### src/rtl/dut_delay_line.sv
// dut_delay_line
//    Multi-channel, multi-bit delay line. Its latency is chosen at runtime
//    between 1 and MAX_DEPTH cycles. Each sample carries a valid tag. After
//    reset there is a warm-up window of ITERS cycles, during which input is
//    refused and counted as dropped. The block also has a synchronous flush
//    and a combinational per-channel output enable.
//
// Ports
//    clk        rising-edge clock
//    rst        asynchronous, active-high reset
//    d_in       packed channel data, channel 0 in the LSBs
//    in_valid   d_in qualifier
//    depth_sel  requested latency in cycles (0 -> 1, >MAX_DEPTH -> MAX_DEPTH)
//    flush      synchronous pipeline clear (valid bits and data)
//    chan_en    per-channel output enable; a disabled channel reads as 0
//    ready      high once warm-up is complete and input is accepted
//    d_out      delayed data taken from stage D-1
//    out_valid  d_out qualifier, independent of chan_en
//    drop_cnt   saturating count of refused inputs, cleared only by rst
module dut_delay_line #(
   parameter int unsigned WIDTH     = 1,
   parameter int unsigned CHANNELS  = 4,
   parameter int unsigned MAX_DEPTH = 8,
   parameter int unsigned ITERS     = 20,
   parameter int unsigned DW        = 8
) (
   input  logic                             clk,
   input  logic                             rst,
   input  logic [CHANNELS*WIDTH-1:0]        d_in,
   input  logic                             in_valid,
   input  logic [$clog2(MAX_DEPTH+1)-1:0]   depth_sel,
   input  logic                             flush,
   input  logic [CHANNELS-1:0]              chan_en,
   output logic                             ready,
   output logic [CHANNELS*WIDTH-1:0]        d_out,
   output logic                             out_valid,
   output logic [DW-1:0]                    drop_cnt
);

   localparam int unsigned DSW = $clog2(MAX_DEPTH + 1);
   localparam int unsigned CW  = (ITERS > 0) ? $clog2(ITERS + 1) : 1;
   localparam int unsigned BW  = CHANNELS * WIDTH;

   typedef enum logic {WARMUP, RUN} state_t;

   state_t          state_q, state_d;
   logic [CW-1:0]   cnt_q, cnt_d;

   logic [BW-1:0]        data_q [MAX_DEPTH];
   logic [MAX_DEPTH-1:0] vld_q;
   logic [DSW-1:0]       depth_q;
   logic [DSW-1:0]       eff_depth;
   logic                 depth_chg;
   logic                 accept;
   logic [DW-1:0]        drop_q;
   logic [BW-1:0]        sel_data;
   logic                 sel_vld;

   // ---------------- warm-up FSM ----------------
   always_ff @(posedge clk or posedge rst) begin
      if (rst) begin
         if (ITERS == 0) state_q <= RUN;
         else            state_q <= WARMUP;
         cnt_q <= CW'(ITERS);
      end else begin
         state_q <= state_d;
         cnt_q   <= cnt_d;
      end
   end

   always_comb begin
      state_d = state_q;
      cnt_d   = cnt_q;
      case (state_q)
         WARMUP: begin
            cnt_d = cnt_q - CW'(1);
            // The counter reaches 0 on this edge, so ready rises on edge ITERS.
            if (cnt_q == CW'(1)) state_d = RUN;
         end
         RUN: ;
         default: state_d = WARMUP;
      endcase
   end

   assign ready = (state_q == RUN);

   // ---------------- depth selection ----------------
   always_comb begin
      if (depth_sel == '0)
         eff_depth = DSW'(1);
      else if (depth_sel > DSW'(MAX_DEPTH))
         eff_depth = DSW'(MAX_DEPTH);
      else
         eff_depth = depth_sel;
   end

   assign depth_chg = (eff_depth != depth_q);
   assign accept    = in_valid & ready & ~flush;

   // ---------------- delay stages ----------------
   // Data shifts every cycle; only valid bits are cleared on a depth change,
   // while flush clears both. The clear also covers stage 0, so a sample
   // presented on that edge is discarded.
   always_ff @(posedge clk or posedge rst) begin
      if (rst) begin
         for (int unsigned i = 0; i < MAX_DEPTH; i++) data_q[i] <= '0;
         vld_q   <= '0;
         depth_q <= DSW'(1);
      end else begin
         depth_q <= eff_depth;
         if (flush) begin
            for (int unsigned i = 0; i < MAX_DEPTH; i++) data_q[i] <= '0;
         end else begin
            data_q[0] <= d_in;
            for (int unsigned i = 1; i < MAX_DEPTH; i++) data_q[i] <= data_q[i-1];
         end
         if (flush || depth_chg) begin
            vld_q <= '0;
         end else begin
            vld_q[0] <= accept;
            for (int unsigned i = 1; i < MAX_DEPTH; i++) vld_q[i] <= vld_q[i-1];
         end
      end
   end

   // ---------------- drop counter ----------------
   always_ff @(posedge clk or posedge rst) begin
      if (rst) begin
         drop_q <= '0;
      end else if (in_valid && !ready && !flush && (drop_q != '1)) begin
         drop_q <= drop_q + DW'(1);
      end
   end

   assign drop_cnt = drop_q;

   // ---------------- output mux and channel gating ----------------
   always_comb begin
      sel_data = '0;
      sel_vld  = 1'b0;
      for (int unsigned i = 0; i < MAX_DEPTH; i++) begin
         if (depth_q == DSW'(i + 1)) begin
            sel_data = data_q[i];
            sel_vld  = vld_q[i];
         end
      end
   end

   always_comb begin
      d_out = '0;
      for (int unsigned c = 0; c < CHANNELS; c++) begin
         if (chan_en[c]) d_out[c*WIDTH +: WIDTH] = sel_data[c*WIDTH +: WIDTH];
      end
   end

   assign out_valid = sel_vld;

endmodule

### config.mk
export PLATFORM = sky130hd
export DESIGN_NAME = dut_delay_line
export DESIGN_NICKNAME = d
export VERILOG_FILES = /design/src/rtl/dut_delay_line.sv
export SDC_FILE = /design/constraint.sdc
export NUM_CORES = 1
export LEC_CHECK = 0
export CAP_MARGIN = 40
export CORE_MARGIN = 3
export CORE_UTILIZATION = 40
export CTS_CLUSTER_DIAMETER = 40
export DETAILED_ROUTE_END_ITERATION = 16
export PLACE_DENSITY = 0.71
export SYNTH_ARGS = -nofsm -noshare
export SYNTH_HDL_FRONTEND = slang
export SYNTH_SLANG_ARGS = --single-unit
### constraint.sdc
create_clock -name clk -period 2.5 [get_ports clk]
set_clock_uncertainty 0.2 [all_clocks]
set_input_delay 0.375 -clock clk [delete_from_list [all_inputs] [get_ports clk]]
set_output_delay 0.375 -clock clk [all_outputs]
set_load 0.01 [all_outputs]
-- Yosys cells after proc, flatten, opt, wreduce, memory -nomap -nowiden
Cells that the tools add are included.
- register bits after elaboration: 58
- output and inout port bits: 14
- bits of input ports: 16
- bitwise logic cells: 3
- add/sub/neg operators: 2
- magnitude comparators: 1
- muxes and demuxes: 26
- equality and inequality tests: 11
- reductions and logical operators: 7
- operators with widths (cell ; number):
    4-bit two-way mux ; 10
    32-bit two-way mux ; 1
    4-bit by 3-bit == test with 1-bit output, second input constant ; 4
    1-bit two-way mux ; 14
    8-bit by 1-bit adder with 8-bit output, second input constant ; 1
    4-bit by 2-bit == test with 1-bit output, second input constant ; 2
    8-bit two-way mux ; 1
    8-bit != test, second input constant ; 1
    5-bit by 1-bit == test with 1-bit output, second input constant ; 1
    5-bit by 1-bit subtractor with 5-bit output, second input constant ; 1
    4-bit by 1-bit == test with 1-bit output, second input constant ; 1
    4-bit == test, second input constant ; 1
    4-bit greater-than comparator, second input constant ; 1
    4-bit logical NOT ; 1
    4-bit != test ; 1
    1-bit logical AND ; 3
    1-bit bitwise AND ; 2
    1-bit logical NOT ; 2
    1-bit logical OR ; 1
    1-bit inverter ; 1

-- Longest topological paths before layout
- word-level depth: 10
- depth in mapped cells: 6
- depth with buffers taken out: 5

-- Worst setup path before layout
OpenSTA, ideal clock, no wires.
- path type: register to output
- start: register depth_q[0]
- end: output out_valid
- arrival: 1441 ps
- setup slack: 484 ps
- stages on the path, launching flop included: 6
- required time: 1925 ps
- buffers on the path: 2
- path through: dfstp_2 -> buf_2 -> clkbuf_1 -> a21oi_1 -> o32a_1 -> o22ai_1
- word-level cells in the longest chain between the ends: 9
- ends and longest elaborated chain (what ; line ; RTL):
    from (decl) ; 51 ; logic [DSW-1:0] depth_q;
    from (signal assigned) ; 110 ; depth_q <= eff_depth;
    4-bit by 1-bit == test with 1-bit output ; 142 ; if (depth_q == DSW'(i + 1)) begin
    1-bit two-way mux (7 in series) ; 142 ;
    1-bit two-way mux (*) ; 142 ;
    to (decl) ; 36 ; output logic out_valid,
Mark *: on every way between the ends. The rest lies on a longest branch, timed or not.

-- Worst setup path in the final report
- start: register depth_q[1]
- end: output d_out[1]
- word-level cells in the longest chain between the ends: 10
- ends and longest elaborated chain (what ; line ; RTL):
    4-bit by 1-bit == test with 1-bit output ; 142 ;
    4-bit two-way mux (7 in series) ; 142 ;
    4-bit two-way mux (*) ; 142 ;
    1-bit two-way mux (*) ; 152 ; if (chan_en[c]) d_out[c*WIDTH +: WIDTH] = sel_data[c*WIDTH +: WIDTH];
    to (decl) ; 35 ; output logic [CHANNELS*WIDTH-1:0] d_out,
Marked as above.

==> flow_summary.ini <==
[cells_and_area]
layout-drive-gt1-share = 0.211
area_growth_pct = 25.0
nets = 299
antenna_cells = 0
design_area_um2 = 3310
fill_cells = 556
seq_area_um2 = 1460
multiInputGateArea_um2 = 1100
utilization = 0.536
final_cells = 359

[synth]
synth.net_count = 254
ys_seq_area_frac = 0.550
netlist_instances = 235
yosysMostFrequentCell = dfrtp_1
yosys.area.top_type_share = 0.521
postSynthAreaPerCell_um2 = 11.3
synth_edf_count = 0
ys.flop_type = dfrtp_1
syn_area_um2 = 2640
synth_warnings = 0
synthDistinctLibCells = 50
synthTopCellsByArea = dfrtp_1 52%, nor2b_1 7.6%, nor3b_2 3.8%
yosysTopAreaCell = dfrtp_1
synth-seq-cells = 58
synth_commonest_cells = 55 x dfrtp_1, 32 x nor2b_1, 16 x nor2_1
synthArstFlopShare = 1.00

[cts]
cts_sinks = 58
cts_buffer_depth = 2
clk_pin_slew_ns = 0.07
root_buffer = clkbuf_8
ctsHtreeMaxLevel = 3
clk_latency_ns = 0.34
cts_hold_buf = 0
cts_tree = done
cts_buffers = 9

[sta]
finalHoldViolCount = 0
setup_violations = 0
period_share = 1.00
slew_headroom = 0.618
worstMarginPinSlew_ns = 0.571
hold_ws_ns = 0.171
finalMaxSlewViolations = 0
timing.final.crit_period_ns = 2.50
fmax_mhz = 400
rsz0062_at_grt = true

[critical_path]
crit-reg2reg-launch = depth_q[2]
worstPathRequired_ns = 1.92
cp-end-kind = primary output
worst-endpoint-arrival_ns = 1.92
path_max_fanout = 4
reg2reg_slack_ns = 0.54
rr_worst_depth = 5
r2r-end = vld_q[4]
start_kind = flop
critical_path_class = reg -> out

[hold_path]
hp-class = in -> async

[detailed_routing]
drc = 0
detail-route-antenna-nets = 0
drt_iter0_drc = 115
first_pass_iters = 4
vias_per_cell = 5.20
routed_wl_mm = 5.44
vias = 1866
wl_per_cell_um = 15.1

[die]
die_w_um = 87.3
dieArea_um2 = 7620
num_io_pins = 30
core_area_um2 = 6170
die_h_um = 87.3
rows = 28
start_util = 0.429

[pwr]
p_leak_nw = 1.45
peakVddDrop_mv = 0.376
p_int_mw = 1.65
pwr-share-comb = 0.150
power.share.sequential = 0.474
power_frac_clock = 0.377
switching_share = 0.255
cellPowerDensity_nw_per_um2 = 669
p_sw_mw = 0.565

[placed_design]
dp_cells = 335
port_buffers = 29
globalplace.congestion = 0.769
placed_area_um2 = 3060
dp_hpwl_mm = 3.46

[global_route]
grt_usage = 0.156
grt_start_max_net_pins = 39
globalRouteOverflowTotal = 0
grt_pass1_vias = 1821
grt_first_pass_wirelength_mm = 8.91
antenna_found_initial = 0

[run_status]
run_status = complete, no violations

[flow_run]
drv_cap = 0
power by group through the flow:
stage | Combinational (mW) | Clock (mW) | Sequential, mW
CTS | 0.323 | 0.866 | 1.05
global route | 0.364 | 0.904 | 1.06
global placement | 0.311 | 0 | 1.06
floorplan | 0.153 | 0 | 1.06
detailed placement | 0.316 | 0 | 1.06
finish | 0.331 | 0.834 | 1.05
critical path, cell delays in order, from the launching register on:
cell and delay, ns:
dfrtp_2 0.43, or4b_4 0.56, buf_6 0.14, o21a_1 0.17, o21ai_0 0.08, o21ai_1 0.07
buf_2 0.14
cell type report:
| type | instances | share of cell area |
|---|---|---|
| multi-input cells | 154 | 0.332 |
| clock inverters | 3 | 0.0121 |
| inverters | 9 | 0.0102 |
| clock buffers | 12 | 0.0439 |
| repair buffers | 48 | 0.132 |
| flip-flops and latches | 58 | 0.441 |
| well taps | 75 | 0.0284 |
timing repair:
action                                  CTS  global route
gates resized for setup                  14            12
endpoints found under the setup margin    5             5
hold endpoints to repair                  0             0
pin swaps                                 3             3
buffers inserted                          5             4
metrics by stage:
| stage | power, mW | worst slack, ns | TNS (ns) |
|---|---|---|---|
| finish | 2.21 | 0.00000644 | 0 |
| global route | 2.32 | -0.0822 | -0.198 |
| CTS | 2.24 | -0.119 | -0.119 |
| detailed placement | 1.38 | 0.0413 | 0 |
| global placement | 1.38 | 0.0808 | 0 |
| floorplan | 1.22 | 0.484 | 0 |
worst max-delay path by stage:
stage	start	to	slack, ns	cells past startpoint
finish	depth_q[1]	d_out[1]	0.000006	6
global route	depth_q[1]	d_out[1]	-0.08	6
CTS	depth_q[1]	d_out[0]	-0.12	5
detailed placement	depth_q[0]	d_out[0]	0.04	5
global placement	depth_q[0]	d_out[1]	0.08	5
floorplan	depth_q[0]	out_valid	0.48	5
kinds of logic (layout without fill, tap and decap cells):
family,Yosys count,count (layout),synth area share
buffers and inverters,23,72,0.0379
adders and majority gates,3,3,0.0142
and+or+nand+nor,91,91,0.223
AOI/OAI and AO/OA,43,43,0.112
xor gates and xnor gates,12,12,0.0426
muxes,5,5,0.0203
DFF,58,58,0.550
cells in the final DEF, fill, tap and decap left out, types with 4 or more instances in the layout:
cell             instances
nor2b_1                 32
xnor2_1                  4
nand2b_1                 4
dfrtp_1                 52
o221ai_1                 4
nand2_1                  6
inv_1                    6
xor2_1                   7
nor2_1                  16
nor3b_2                  8
buf_4                   16
nand3_1                  4
clkbuf_8                10
clkdlybuf4s50_1         24
o21ai_1                  9
a21oi_1                 12
o32a_1                   4
flip-flops by register name, summed over array words and instances, names as in the netlist:
register / flops
cnt_q: 5
data_q: 32
depth_q: 4
drop_cnt: 8
ready: 1
vld_q: 8
routing by layer:
metal	part of all wire	track usage
met1	0.46	0.207
met2	0.45	0.224
met3	0.073	0.0738
met4	0.014	0.0544
met5	0	0
(Power assumes the default switching activity.)
